$ cat src/rtl/jups_pkg.sv
// Shared definitions for the JUPS program sequencer: state encoding and default sizes.
package jups_pkg;

    localparam int unsigned JUPS_ADDR_W    = 32;
    localparam int unsigned JUPS_RAS_DEPTH = 8;

    typedef enum logic [1:0] {
        ST_RUN     = 2'd0,
        ST_WAIT_IN = 2'd1,
        ST_HALTED  = 2'd2
    } seq_state_e;

endpackage

$ cat src/rtl/jups_ras.sv
// Circular return-address stack; a push onto a full stack overwrites the oldest entry.
module jups_ras
    import jups_pkg::*;
#(
    parameter int unsigned ADDR_W    = JUPS_ADDR_W,
    parameter int unsigned RAS_DEPTH = JUPS_RAS_DEPTH
) (
    input  logic              i_clk,
    input  logic              i_rst_n,
    input  logic              i_push,
    input  logic              i_pop,
    input  logic [ADDR_W-1:0] i_data,
    output logic [ADDR_W-1:0] o_data,
    output logic              o_empty,
    output logic              o_overflow,
    output logic              o_underflow
);

    localparam int unsigned    PTR_W    = $clog2(RAS_DEPTH);
    localparam logic [PTR_W:0] FULL_CNT = (PTR_W + 1)'(RAS_DEPTH);

    logic [ADDR_W-1:0] r_mem [RAS_DEPTH];
    logic [PTR_W-1:0]  r_wp;
    logic [PTR_W:0]    r_cnt;
    logic              r_ovf;
    logic              r_unf;

    logic              w_full;
    logic              w_do_push;
    logic              w_do_pop;
    logic [PTR_W-1:0]  w_top;

    assign o_empty     = (r_cnt == '0);
    assign w_full      = (r_cnt == FULL_CNT);
    assign w_top       = r_wp - PTR_W'(1);
    assign o_data      = r_mem[w_top];
    assign w_do_pop    = i_pop & ~o_empty;
    assign w_do_push   = i_push & ~i_pop;
    assign o_overflow  = r_ovf;
    assign o_underflow = r_unf;

    always_ff @(posedge i_clk) begin
        if (w_do_push) begin
            r_mem[r_wp] <= i_data;
        end
    end

    // Write pointer always advances on push; when full it lands on the oldest slot.
    always_ff @(posedge i_clk or negedge i_rst_n) begin
        if (!i_rst_n) begin
            r_wp  <= '0;
            r_cnt <= '0;
            r_ovf <= 1'b0;
            r_unf <= 1'b0;
        end else begin
            if (w_do_push) begin
                r_wp <= r_wp + PTR_W'(1);
                if (w_full) begin
                    r_ovf <= 1'b1;
                end else begin
                    r_cnt <= r_cnt + (PTR_W + 1)'(1);
                end
            end else if (w_do_pop) begin
                r_wp  <= w_top;
                r_cnt <= r_cnt - (PTR_W + 1)'(1);
            end
            if (i_pop && o_empty) begin
                r_unf <= 1'b1;
            end
        end
    end

endmodule

$ cat src/rtl/jups_sequencer.sv
// Program-counter sequencer with RUN / WAIT_IN / HALTED control, button-gated input
// handshake and a return-address stack for jal/ret.
module jups_sequencer
    import jups_pkg::*;
#(
    parameter int unsigned       ADDR_W    = JUPS_ADDR_W,
    parameter int unsigned       RAS_DEPTH = JUPS_RAS_DEPTH,
    parameter logic [ADDR_W-1:0] RESET_PC  = '0
) (
    input  logic              Clock,
    input  logic              n_reset,
    input  logic              step_en,
    input  logic              branch,
    input  logic              zero,
    input  logic              j,
    input  logic              jal,
    input  logic              jr,
    input  logic              ret,
    input  logic              halt_req,
    input  logic              in_req,
    input  logic              button,
    input  logic [ADDR_W-1:0] target,
    output logic [ADDR_W-1:0] pc_out,
    output logic [ADDR_W-1:0] ret_addr,
    output logic [1:0]        state_out,
    output logic              in_ack,
    output logic              ras_overflow,
    output logic              ras_underflow
);

    logic [1:0]        r_rst_sync;
    seq_state_e        r_state;
    logic [ADDR_W-1:0] r_pc;
    logic              r_btn;
    logic              r_edge;

    seq_state_e        w_state_nxt;
    logic [ADDR_W-1:0] w_pc_nxt;
    logic [ADDR_W-1:0] w_pc_inc;
    logic [ADDR_W-1:0] w_ras_data;
    logic              w_ras_empty;
    logic              w_live;
    logic              w_step;
    logic              w_rise;
    logic              w_push;
    logic              w_pop;
    logic              w_in_ack;
    logic              w_edge_clr;

    assign w_live   = r_rst_sync[1];
    assign w_step   = step_en & w_live;
    assign w_rise   = button & ~r_btn;
    assign w_pc_inc = r_pc + ADDR_W'(1);

    assign pc_out    = r_pc;
    assign ret_addr  = w_pc_inc;
    assign state_out = r_state;
    assign in_ack    = w_in_ack;

    // Reset asserts immediately; release only takes effect after two clock edges.
    always_ff @(posedge Clock or negedge n_reset) begin
        if (!n_reset) begin
            r_rst_sync <= '0;
        end else begin
            r_rst_sync <= {r_rst_sync[0], 1'b1};
        end
    end

    always_ff @(posedge Clock or negedge n_reset) begin
        if (!n_reset) begin
            r_state <= ST_RUN;
            r_pc    <= RESET_PC;
        end else begin
            r_state <= w_state_nxt;
            r_pc    <= w_pc_nxt;
        end
    end

    // Edge flag is cleared on entry to WAIT_IN so presses made before the IN are discarded.
    always_ff @(posedge Clock or negedge n_reset) begin
        if (!n_reset) begin
            r_btn  <= 1'b0;
            r_edge <= 1'b0;
        end else if (w_live) begin
            r_btn <= button;
            if (w_edge_clr) begin
                r_edge <= 1'b0;
            end else if (w_rise) begin
                r_edge <= 1'b1;
            end
        end
    end

    always_comb begin
        w_state_nxt = r_state;
        w_pc_nxt    = r_pc;
        w_push      = 1'b0;
        w_pop       = 1'b0;
        w_in_ack    = 1'b0;
        w_edge_clr  = 1'b0;
        if (w_step) begin
            case (r_state)
                ST_RUN: begin
                    if (halt_req) begin
                        w_state_nxt = ST_HALTED;
                    end else if (in_req) begin
                        w_state_nxt = ST_WAIT_IN;
                        w_edge_clr  = 1'b1;
                    end else if (ret) begin
                        w_pop    = 1'b1;
                        w_pc_nxt = w_ras_empty ? w_pc_inc : w_ras_data;
                    end else if (jr || j || jal) begin
                        w_push   = jal;
                        w_pc_nxt = target;
                    end else if (branch && zero) begin
                        w_pc_nxt = target;
                    end else begin
                        w_pc_nxt = w_pc_inc;
                    end
                end
                ST_WAIT_IN: begin
                    if (r_edge) begin
                        w_in_ack    = 1'b1;
                        w_pc_nxt    = w_pc_inc;
                        w_state_nxt = ST_RUN;
                        w_edge_clr  = 1'b1;
                    end
                end
                ST_HALTED: begin
                    w_state_nxt = ST_HALTED;
                end
                default: begin
                    w_state_nxt = ST_RUN;
                end
            endcase
        end
    end

    jups_ras #(
        .ADDR_W    (ADDR_W),
        .RAS_DEPTH (RAS_DEPTH)
    ) u_ras (
        .i_clk       (Clock),
        .i_rst_n     (n_reset),
        .i_push      (w_push),
        .i_pop       (w_pop),
        .i_data      (w_pc_inc),
        .o_data      (w_ras_data),
        .o_empty     (w_ras_empty),
        .o_overflow  (ras_overflow),
        .o_underflow (ras_underflow)
    );

endmodule
$ cat config.mk
export PLATFORM = sky130hd
export DESIGN_NAME = jups_sequencer
export DESIGN_NICKNAME = d
export VERILOG_FILES = /design/src/rtl/jups_pkg.sv /design/src/rtl/jups_ras.sv /design/src/rtl/jups_sequencer.sv
export SDC_FILE = /design/constraint.sdc
export NUM_CORES = 1
export LEC_CHECK = 0
export CELL_PAD_IN_SITES_DETAIL_PLACEMENT = 1
export CELL_PAD_IN_SITES_GLOBAL_PLACEMENT = 1
export CORE_ASPECT_RATIO = 0.6
export CORE_UTILIZATION = 49
export DETAILED_ROUTE_END_ITERATION = 8
export GPL_ROUTABILITY_DRIVEN = 1
export GPL_TIMING_DRIVEN = 1
export PLACE_DENSITY = 0.87
export SLEW_MARGIN = 20
export SYNTH_ARGS = -nofsm -noshare
export SYNTH_HDL_FRONTEND = slang
export SYNTH_SLANG_ARGS = --single-unit
$ cat constraint.sdc
create_clock -name Clock -period 7.2 [get_ports Clock]
set_input_delay 0.72 -clock Clock [delete_from_list [all_inputs] [get_ports Clock]]
set_output_delay 0.72 -clock Clock [all_outputs]
set_load 0.01 [all_outputs]
==> results.py <==
metrics = {
    "outcome": {
        "status": "finished, final reports clean",
    },
    "synth": {
        "synth-edff-count": 256,
        "synthMostInstantiatedCell": "edfxtp_1",
        "synth_xor_area_share_pct": 2.63,
        "syn-instance-count": 873,
        "yosys_warnings": 0,
        "synth_area_um2": 13300,
        "yosys-top-cells-area": "edfxtp_1 58%, mux4_2 11%, dfrtp_1 8.9%",
        "synthFlopType": "edfxtp_1",
        "ys_seq_area_share_pct": 66.8,
        "synth_top_family_by_area": "multiplexers",
        "synth_area_per_cell_um2": 15.2,
        "ys_ff_latch": 303,
        "ys_async_sr_fraction_pct": 15.5,
        "ys_top_cells_by_count": "256 x edfxtp_1, 96 x nand2_1, 64 x mux4_2",
        "synth_fa_ha_area_share_pct": 0.622,
        "synth_area_leader_cell": "edfxtp_1",
        "synthesis.nets": 923,
        "synth_top_area_share_pct": 57.9,
        "yosys-mux-area-fraction_pct": 11.7,
        "synth_compound_area_share_pct": 7.68,
        "synthSimpleGateAreaFrac_pct": 8.44,
        "ys_types": 72,
    },
    "grt": {
        "grt_use_total_pct": 30.1,
        "overflow": 0,
        "grt_first_pass_wirelength_um": 61400,
        "antenna_found_initial": 1,
        "grt_max_degree": 48,
        "grt_pass1_vias": 9353,
    },
    "floorplan": {
        "die-area_um2": 27800,
        "start_util_pct": 50.1,
        "row_count": 46,
        "dieWidth_um": 214,
        "core-area_um2": 26500,
        "die_y_um": 129,
        "io_pins": 113,
    },
    "detailed_routing": {
        "ant_nets": 0,
        "wl_per_cell_um": 29.6,
        "initialDrtViolationCount": 1018,
        "first_pass_iters": 5,
        "route.detailed.drc": 0,
        "finalWirelength_um": 40600,
        "vias_per_cell": 6.48,
        "via_count": 8908,
    },
    "critical_path": {
        "startpoint_type": "flop",
        "path_buf_inv": 1,
        "arrival_ns": 4.31,
        "slowest_stage": "xnor2_1",
        "path_cells": "ha_1 -> nand4_1 -> nor4_1 -> nand3_1 -> xnor2_1 -> clkdlybuf4s50_1",
        "worstPathRequired_ns": 6.48,
        "end_kind": "primary output",
        "crit_type": "reg2out",
        "critPathTopFamily": "simple AND/OR/NAND/NOR gates",
        "cpPeakStageDelay_ns": 0.86,
        "path_max_fanout": 9,
    },
    "layout": {
        "area_growth_pct": 19.5,
        "final_layout_size_suffix_gt1_share_pct": 16.0,
        "antenna_cells": 0,
        "fillCellCount": 2469,
        "fin_nets": 1042,
        "final_area_um2": 15800,
        "final_util_pct": 59.9,
        "stdcell_count": 1374,
    },
    "min_path": {
        "hold_path_class": "in2async",
    },
    "timing": {
        "hold_violations": 0,
        "rsz0062_at_grt": "false",
        "fmax_ghz": 0.199,
        "fin_crit_sh_pct": 69.8,
        "slew-limit-headroom_pct": 30.0,
        "fin_worst_skew_ns": 0.0146,
        "slew_violations": 0,
        "hold_ws_ns": 0.273,
        "setup_tns_ns": 0,
        "final.min_clock_period_ns": 5.03,
        "tightest_slew_ns": 1.04,
        "setup_viol": 0,
    },
    "placed_design": {
        "dpl_cell_area_um2": 14900,
        "placed_cells": 1321,
        "dp.final_hpwl_um": 26500,
        "io_buffers": 112,
        "gp_congestion": 0.928,
    },
    "power": {
        "leakagePower_uw": 0.00531,
        "irDropWorstVdd_mv": 0.228,
        "powerDensity_nw_per_um2": 398,
    },
    "clocking": {
        "cts_setup_buffers": 0,
        "cts_root_buf": "clkbuf_16",
        "clk_pin_slew_ns": 0.07,
        "h-tree-depth": 1,
        "tritoncts": "built",
        "hold_buffers": 0,
        "cts.sinks": 303,
        "clk_latency_ns": 0.57,
        "numCtsBuffers": 28,
        "postCtsResizedCells": 0,
        "cts_buffer_depth": 3,
    },
    "run": {
        "cap_violations": 0,
    },
}
cell families (layout without fill, tap and decap cells):
kind of cell    after synthesis  count (layout)
xor+xnor                     39              39
fa+ha+maj                     6               6
flops                       303             303
compound gates              152             152
simple gates                236             236
buf+inv                      62             203
mux                          74              74
other cells                   1               1
layout by cell type (no fill, tap or decap), types with 5 or more instances in the layout:
cell type,n
nor3_1,6
nand3_1,25
nor2_1,51
buf_4,23
a31oi_1,18
dfrtp_1,46
edfxtp_1,256
a221o_1,5
nand2_1,96
nand4_1,10
o21ai_0,17
inv_1,14
xor2_1,9
clkdlybuf4s50_1,111
o21ai_1,6
mux4_2,64
o22ai_1,17
nor3_2,5
a21oi_1,40
clkbuf_1,6
mux2i_1,6
and3_1,7
clkbuf_16,28
xnor2_1,28
cell type report:
type	count	area (um^2)	share of cell area [%]
Sequential cell	303	8870	55.9
Multi-Input combinational cell	508	4200	26.5
Timing Repair Buffer	137	1340	8.43
Clock buffer	36	751	4.74
Tap cell	360	450	2.84
Clock inverter	16	194	1.22
Inverter	14	52.6	0.332
power by group:
part	switching (uW)	internal (uW)	total, uW
sequential	276	2220	2490
combinational	1300	964	2270
clock	671	882	1550
per-layer routing:
metal / up-vias / global-route usage, % / share of wire [%]
li1: 3653 / - / -
met1: 4708 / 43.4 / 43
met2: 460 / 47.4 / 46
met3: 87 / 5.85 / 8.5
met4: 0 / 8.24 / 2.7
met5: - / 0 / 0
through the flow:
step / worst slack, ns / total power [uW]
finish: 2.17 / 6310
global route: 1.99 / 6540
CTS: 2.27 / 6320
detailed placement: 2.86 / 4760
global placement: 3.16 / 4630
floorplan: 1.93 / 3750
flip-flops by register name, indices dropped and copies added, names as in the netlist, 2 cells and up:
name / cells
pc_out: 32
u_ras.r_mem: 256
state_out: 2
u_ras.r_wp: 3
u_ras.r_cnt: 4
r_rst_sync: 2
final timing paths:
path | startpoint | to | slack [ns] | cells after the start
worst min register to register | r_rst_sync[0] | r_rst_sync[1] | 0.35 | 0
min in group Clock | r_rst_sync[0] | r_rst_sync[1] | 0.35 | 0
worst max register to register | u_ras.r_wp[0] | pc_out[24] | 3.33 | 8
max in group asynchronous | n_reset | u_ras.r_wp[0] | 6.41 | 2
worst min-delay path | n_reset | u_ras.r_cnt[3] | 0.27 | 2
worst max-delay path | pc_out[0] | ret_addr[26] | 2.17 | 6
Note: power is estimated with default switching activity, not from simulation.
